`config.mk`:
```
export PLATFORM = sky130hd
export DESIGN_NAME = thread_issue_sequencer
export DESIGN_NICKNAME = d
export VERILOG_FILES = /design/src/rtl/thread_issue_sequencer.sv
export SDC_FILE = /design/constraint.sdc
export NUM_CORES = 1
export LEC_CHECK = 0
export ABC_AREA = 1
export BUFFER_PORTS_ARGS = -buffer_cell sky130_fd_sc_hd__buf_2
export CAP_MARGIN = 10
export CORE_MARGIN = 2
export CORE_UTILIZATION = 57
export DETAILED_ROUTE_END_ITERATION = 12
export GPL_TIMING_DRIVEN = 0
export PLACE_DENSITY_LB_ADDON = 0.25
export SYNTH_ARGS = -nofsm -noshare
export SYNTH_HDL_FRONTEND = slang
export SYNTH_SLANG_ARGS = --single-unit
export TNS_END_PERCENT = 100
```
`constraint.sdc`:
```
create_clock -name clk -period 3.6 [get_ports clk]
set_input_delay 0 -clock clk [delete_from_list [all_inputs] [get_ports clk]]
set_output_delay 0 -clock clk [all_outputs]
set_load 0.01 [all_outputs]
```
`src/rtl/thread_issue_sequencer.sv`:
```
// Walks one accepted instruction across the active threads of a block, then
// waits for the writeback delay line to empty. Optional `THREAD_MASK_EN honours thread_mask.
module thread_issue_sequencer #(
  parameter int NUM_THREADS = 16,
  parameter int WB_LATENCY  = 3
) (
  input  logic                   clk,
  input  logic                   rst_n,
  input  logic                   instr_valid,
  output logic                   instr_ready,
  input  logic                   instr_writes,
  input  logic [NUM_THREADS-1:0] thread_mask,
  output logic [4:0]             thread_read,
  output logic                   issue_valid,
  output logic [4:0]             thread_write,
  output logic                   wb_valid,
  output logic                   pc_stall,
  output logic                   instr_done
);

  // Handshake: an instruction is taken on a rising edge where instr_valid and
  // instr_ready are both high; upstream holds instr_valid until then.
  typedef enum logic [1:0] {IDLE = 2'd0, ISSUE = 2'd1, DRAIN = 2'd2} state_t;

  state_t                         state_q, state_d;
  logic [NUM_THREADS-1:0]         rem_q, rem_d;
  logic                           writes_q, writes_d;
  logic [4:0]                     thread_read_q, thread_read_d;
  logic                           issue_valid_q, issue_valid_d;
  logic [WB_LATENCY-1:0]          dl_v_q, dl_v_d;
  logic [WB_LATENCY-1:0][4:0]     dl_idx_q, dl_idx_d;

  logic [NUM_THREADS-1:0]         eff_mask;
  logic [NUM_THREADS-1:0]         pick_src;
  logic [NUM_THREADS-1:0]         low_clr;
  logic [4:0]                     low_idx;
  logic                           found;
  logic                           pipe_busy;

`ifdef THREAD_MASK_EN
  assign eff_mask = thread_mask;
`else
  assign eff_mask = thread_mask | {NUM_THREADS{1'b1}};
`endif

  // Lowest set bit of the mask being consumed, and that mask with the bit cleared.
  always_comb begin
    pick_src = (state_q == IDLE) ? eff_mask : rem_q;
    low_clr  = pick_src;
    low_idx  = 5'd0;
    found    = 1'b0;
    for (int i = 0; i < NUM_THREADS; i++) begin
      if (pick_src[i] && !found) begin
        low_clr[i] = 1'b0;
        low_idx    = 5'(i);
        found      = 1'b1;
      end
    end
  end

  // Everything ahead of the tail must be empty in the final DRAIN cycle.
  always_comb begin
    pipe_busy = 1'b0;
    for (int i = 0; i < WB_LATENCY - 1; i++) begin
      pipe_busy = pipe_busy | dl_v_q[i];
    end
  end

  always_comb begin
    dl_v_d[0]   = issue_valid_q;
    dl_idx_d[0] = thread_read_q;
    for (int i = 1; i < WB_LATENCY; i++) begin
      dl_v_d[i]   = dl_v_q[i-1];
      dl_idx_d[i] = dl_idx_q[i-1];
    end
  end

  always_comb begin
    state_d       = state_q;
    rem_d         = rem_q;
    writes_d      = writes_q;
    thread_read_d = thread_read_q;
    issue_valid_d = issue_valid_q;
    case (state_q)
      IDLE: begin
        if (instr_valid) begin
          writes_d = instr_writes;
          if (eff_mask == '0) begin
            rem_d   = '0;
            state_d = DRAIN;
          end else begin
            thread_read_d = low_idx;
            issue_valid_d = 1'b1;
            rem_d         = low_clr;
            state_d       = ISSUE;
          end
        end
      end
      ISSUE: begin
        if (rem_q != '0) begin
          thread_read_d = low_idx;
          issue_valid_d = 1'b1;
          rem_d         = low_clr;
        end else begin
          issue_valid_d = 1'b0;
          state_d       = DRAIN;
        end
      end
      DRAIN: begin
        if (!pipe_busy) state_d = IDLE;
      end
      default: state_d = IDLE;
    endcase
  end

  always_ff @(posedge clk or negedge rst_n) begin
    if (!rst_n) begin
      state_q       <= IDLE;
      rem_q         <= '0;
      writes_q      <= 1'b0;
      thread_read_q <= 5'd0;
      issue_valid_q <= 1'b0;
      dl_v_q        <= '0;
      dl_idx_q      <= '0;
    end else begin
      state_q       <= state_d;
      rem_q         <= rem_d;
      writes_q      <= writes_d;
      thread_read_q <= thread_read_d;
      issue_valid_q <= issue_valid_d;
      dl_v_q        <= dl_v_d;
      dl_idx_q      <= dl_idx_d;
    end
  end

  assign instr_ready  = (state_q == IDLE);
  assign pc_stall     = (state_q != IDLE);
  assign instr_done   = (state_q == DRAIN) && !pipe_busy;
  assign thread_read  = thread_read_q;
  assign issue_valid  = issue_valid_q;
  assign thread_write = dl_idx_q[WB_LATENCY-1];
  assign wb_valid     = dl_v_q[WB_LATENCY-1] & writes_q;

endmodule
```
Word level (Yosys, flattened, before mapping):

Cells that the tools add are included.

* register bits after elaboration: 43
* bits of input ports: 20
* output and inout port bits: 15
* logic and storage cells: 116

* equal/unequal tests: 6
* multiplexer cells: 59
* bitwise operators: 2
* reductions and logical operators: 40

Operator list (count)
* $mux W5: 14
* $mux W16: 3
* $mux W1: 33
* $pmux W16 S2: 1
* $logic_and A1 B1 Y1: 16
* $logic_not A1 Y1: 16
* $reduce_bool A16 Y1: 1
* $mux W2: 5
* $pmux W5 S2: 1
* $ne A2 B2 Y1 const B: 4
* $pmux W2 S3: 1
* $reduce_and A3 Y1: 2
* $reduce_and A2 Y1: 2
* $reduce_bool A2 Y1: 2
* $eq A2 B1 Y1 const B: 1
* $eq A2 B2 Y1 const B: 1
* $logic_not A2 Y1: 1
* $pmux W1 S2: 1
* $and A1 B1 Y1: 1
* $or A1 B1 Y1: 1

Logic depth before layout (Yosys ltp):

* depth in word-level cells: 50
* depth in mapped cells: 14
* gate-level depth less buffers: 14

Least setup slack after synthesis:

No wires, ideal clock.

* path type: flip-flop to flip-flop
* start: register state_q[1]
* end: register thread_read_q[0] (netlist: thread_read[0])
* library setup time: 0.116 ns
* data arrival time: 1.420 ns
* required time: 3.484 ns
* path slack: 2.063 ns
* stages on the path, launching flop included: 15
* clock period less this slack: 1.537 ns
* path through: dfrtp_1 nor2_4 inv_4 nand2_2 nor2_2 nand2_2 nor2_2 nand2_1 nand3_1 nor2_1 nand2_1 nor2_1 nand2_1 nand2_1 nand2_1

* word-level cells in the longest chain between the ends: 50
* elaborated cells between the ends (all ways): 70

RTL lines
* start: declaration: RTL line 25 `state_t state_q, state_d;`
* start signal: assignment: RTL line 126 `state_q <= state_d;`
* $logic_not A2 Y1 (*)
* named net instr_ready: RTL line 10 `output logic instr_ready,`
* $mux W16: RTL line 48 `pick_src = (state_q == IDLE) ? eff_mask : rem_q;`
* $mux W1: RTL line 53 `if (pick_src[i] && !found) begin`
* $logic_not A1 Y1: RTL line 53
* $logic_and A1 B1 Y1: RTL line 53
* $mux W1: RTL line 53
* $logic_not A1 Y1: RTL line 53
* (+35 left out)
* $logic_not A1 Y1: RTL line 53
* $logic_and A1 B1 Y1: RTL line 53
* $mux W1: RTL line 53
* $logic_not A1 Y1: RTL line 53
* $logic_and A1 B1 Y1: RTL line 53
* $mux W5: RTL line 53
* $mux W5, on equally long branches: RTL line 100, 86
* $pmux W5 S2: RTL line 84 `case (state_q)`
* end signal: assignment: RTL line 129 `thread_read_q <= thread_read_d;`
* end: declaration: RTL line 28 `logic [4:0] thread_read_q, thread_read_d;`

Mark *: on every way through the listed nets, which the timed path passes. The rest lies on a longest branch. The select of a mux whose other input is x is not followed.
A chain may end at the register's enable or synchronous reset.

Worst setup path after layout:

* start: register rem_q[4]
* end: register rem_q[9]

* word-level cells in the longest chain between the ends: 20
* elaborated cells between the ends (all ways): 24

RTL lines
* start: declaration: RTL line 26 `logic [NUM_THREADS-1:0] rem_q, rem_d;`
* start signal: assignment: RTL line 127 `rem_q <= rem_d;`
* $mux W16: RTL line 48
* $logic_and A1 B1 Y1: RTL line 53
* $mux W1: RTL line 53
* $logic_not A1 Y1: RTL line 53
* $logic_and A1 B1 Y1: RTL line 53
* $mux W1: RTL line 53
* $logic_not A1 Y1: RTL line 53
* $logic_and A1 B1 Y1: RTL line 53
* (+4 left out)
* $logic_not A1 Y1: RTL line 53
* $logic_and A1 B1 Y1: RTL line 53
* $mux W1: RTL line 53
* $logic_not A1 Y1: RTL line 53
* $logic_and A1 B1 Y1: RTL line 53
* $mux W1: RTL line 53
* $mux W16, on equally long branches: RTL line 100, 86
* $pmux W16 S2: RTL line 84

Several ways; a longest one is shown, not always the timed one. The select of a mux whose other input is x is not followed.

==> results.yml <==
status:
  status: "complete, no violations"
route:
  post-route-drc-count: 0
  dr.pass1.iters: 4
  drtAntennaViolNets: 0
  drtIter0Drc: 28
  vias: 1213
  vias_per_cell: 5.25
  wl_per_cell_um: 12.9
  detail_route.wirelength_um: 2970
finish:
  nNetsFinal: 219
  fill_cells: 215
  regArea_um2: 951
  multiInputGateArea_um2: 533
  syn_to_final_growth_pct: 12.6
  layout_common_cells: "dfrtp_1 (38), nand2_1 (31), inv_1 (22), nor2_1 (22), buf_2 (16)"
  diodes: 0
  layout_commonest_cell: "dfrtp_1"
  layout-drive-gt1-share_pct: 24.5
placement:
  numPortBuffers: 16
  pre_cts_slack_ns: 1.86
  dp_hpwl_um: 2190
  place.gp.congestion: 0.866
global_route:
  grt_overflow: 0
  grt_max_degree: 39
  grt_pass1_vias: 1143
  grt_first_pass_wirelength_um: 5150
  grtUsageTotal_pct: 20.6
  antenna_found_initial: 0
critical_path:
  cp_max_fo: 7
  start_kind: "register"
  required_ns: 3.87
  r2r_slack_ns: 1.82
  endpoint_kind: "register"
  worstPathArrival_ns: 2.05
  crit_type: "reg -> reg"
sta:
  hold_viol_final: 0
  fin_worst_skew_ns: 0.00640
  fmax_mhz: 561
  min_period_over_period_pct: 49.5
  setup_violations: 0
  rsz0062_at_grt: "no"
  layout_setup_ws_ns: 1.82
  tns_ns: 0
  timing.slew.headroom_pct: 46.0
  fin_crit_ns: 1.78
  worst_pin_slew_ns: 0.810
  final-max-slew-violation-count: 0
synthesis:
  synth_top_cell_area_share_pct: 58.1
  yosys-top-cells-area: "dfrtp_1 (58%), nand2_1 (7.1%), inv_1 (5.0%), nor2_1 (5.0%), buf_4 (2.8%)"
  ys_ff_latch: 38
  synthFlopType: "dfrtp_1"
  ys_seq_area_share_pct: 58.1
  synth_edf_count: 0
  synth_warnings: 0
  syn-instance-count: 173
  syn_area_per_cell_um2: 9.46
  post-synth-top-area-cell: "dfrtp_1"
  synth_async_sr_flop_share_pct: 100
  synth_cell_types: 29
  synthesis.area_um2: 1640
clock_network:
  cts_sinks: 38
  cts_tree: "done"
  clk_latency_ns: 0.34
  clk_pin_slew_ns: 0.11
  cts.path.max_buffers: 2
  cts_root_buffer: "clkbuf_4"
  h-tree-depth: 2
  cts_inserted_buffers: 5
  cts-resized-gates: 0
pwr:
  powerDensity_nw_per_um2: 900
  p_leak_nw: 0.975
  peakVddDrop_mv: 0.700
floorplanning:
  std_cell_rows: 19
  start_util_pct: 59.9
  core_area_um2: 2730
  io_pins: 35
  die_x_um: 57.6
  die_area_um2: 3320
  die_h_um: 57.6
min_path:
  worstHoldPathType: "in -> reg"
job:
  drv_cap: 0
## final cells by class
type	count	share of cell area [%]
clock buffer	6	2.78
tap	31	2.10
buffer	8	3.26
sequential	38	51.6
multi-input combinational	103	28.9
timing repair buffer	18	5.43
clock inverter	2	0.679
inverter	25	5.23
## power by group
part / switching [W] / internal (W)
logic: 0.000450 / 0.000276
clock network: 0.000140 / 0.0000939
registers: 0.000103 / 0.000596
## per-layer routing
layer  part of all wire (%)  global-route usage [%]  up-vias
li1                       -                       -      590
met4                    1.3                    5.98        0
met3                    4.8                    6.80        5
met5                      0                       0        -
met1                     45                    27.5      589
met2                     49                    32.1       29
## what timing repair did
action                     4_1_cts  5_1_grt
hold buffers                     2        0
setup endpoints to repair        0        0
hold endpoints to repair        39        0
setup buffers                    0        0
## per-stage QoR
| step | util, % | area [um2] | std cells | hold WS, ns | total power, W |
|---|---|---|---|---|---|
| finish | 67.4 | 1840 | 231 | 0.0122 | 0.00166 |
| global route | 67.4 | 1840 | 231 | 0.0439 | 0.00181 |
| CTS | 67.4 | 1840 | 231 | 0.00794 | 0.00167 |
| detailed placement | 64.3 | 1760 | 221 | 0.138 | 0.00143 |
| global placement | 64.3 | 1760 | 221 | 0.126 | 0.00141 |
| floorplan | - | 1640 | 174 | -0.296 | 0.00124 |
## sequential cells by signal (all words and copies together) (netlist names)
name,flops
rem_q,15
dl_idx_d,8
dl_v_q,3
state_q,2
thread_read,4
thread_write,4
issue_valid,1
writes_q,1
## worst max-delay path, stage by stage (launching register included)
cell	delay [ns]
dfrtp_1	0.43
nor2_2	0.19
inv_1	0.06
nor2_1	0.16
nand4_1	0.15
nand2_1	0.21
nand2_2	0.16
inv_2	0.17
nor2_1	0.06
a21oi_1	0.12
## synth_stat cells, types with 3 or more instances
cell     instances
a21oi_1          4
buf_4            6
dfrtp_1         38
inv_1           22
nand2_1         31
nand2_2          3
nand3_1          6
nor2_1          22
nor2_2           4
nor2_4           4
o21ai_0          8
o22ai_1          3
## kinds of logic after synthesis
kind of cell	after synthesis	share of synthesized area, %
flops	38	58.1
other cells	1	0.229
compound gates	22	8.03
buf+inv	33	9.56
simple gates	79	24.1
## worst paths after layout
check	depth (start not counted)	from	endpoint
min reg2reg	0	dl_idx_d[7]	dl_idx_d[12]
max	9	rem_q[4]	rem_q[9]
max in group asynchronous	2	rst_n	rem_q[9]
max reg2reg	9	rem_q[4]	rem_q[9]
min in group asynchronous	2	rst_n	rem_q[10]
min	5	instr_valid	rem_q[7]
No activity file was read; power rests on OpenSTA's default activity.
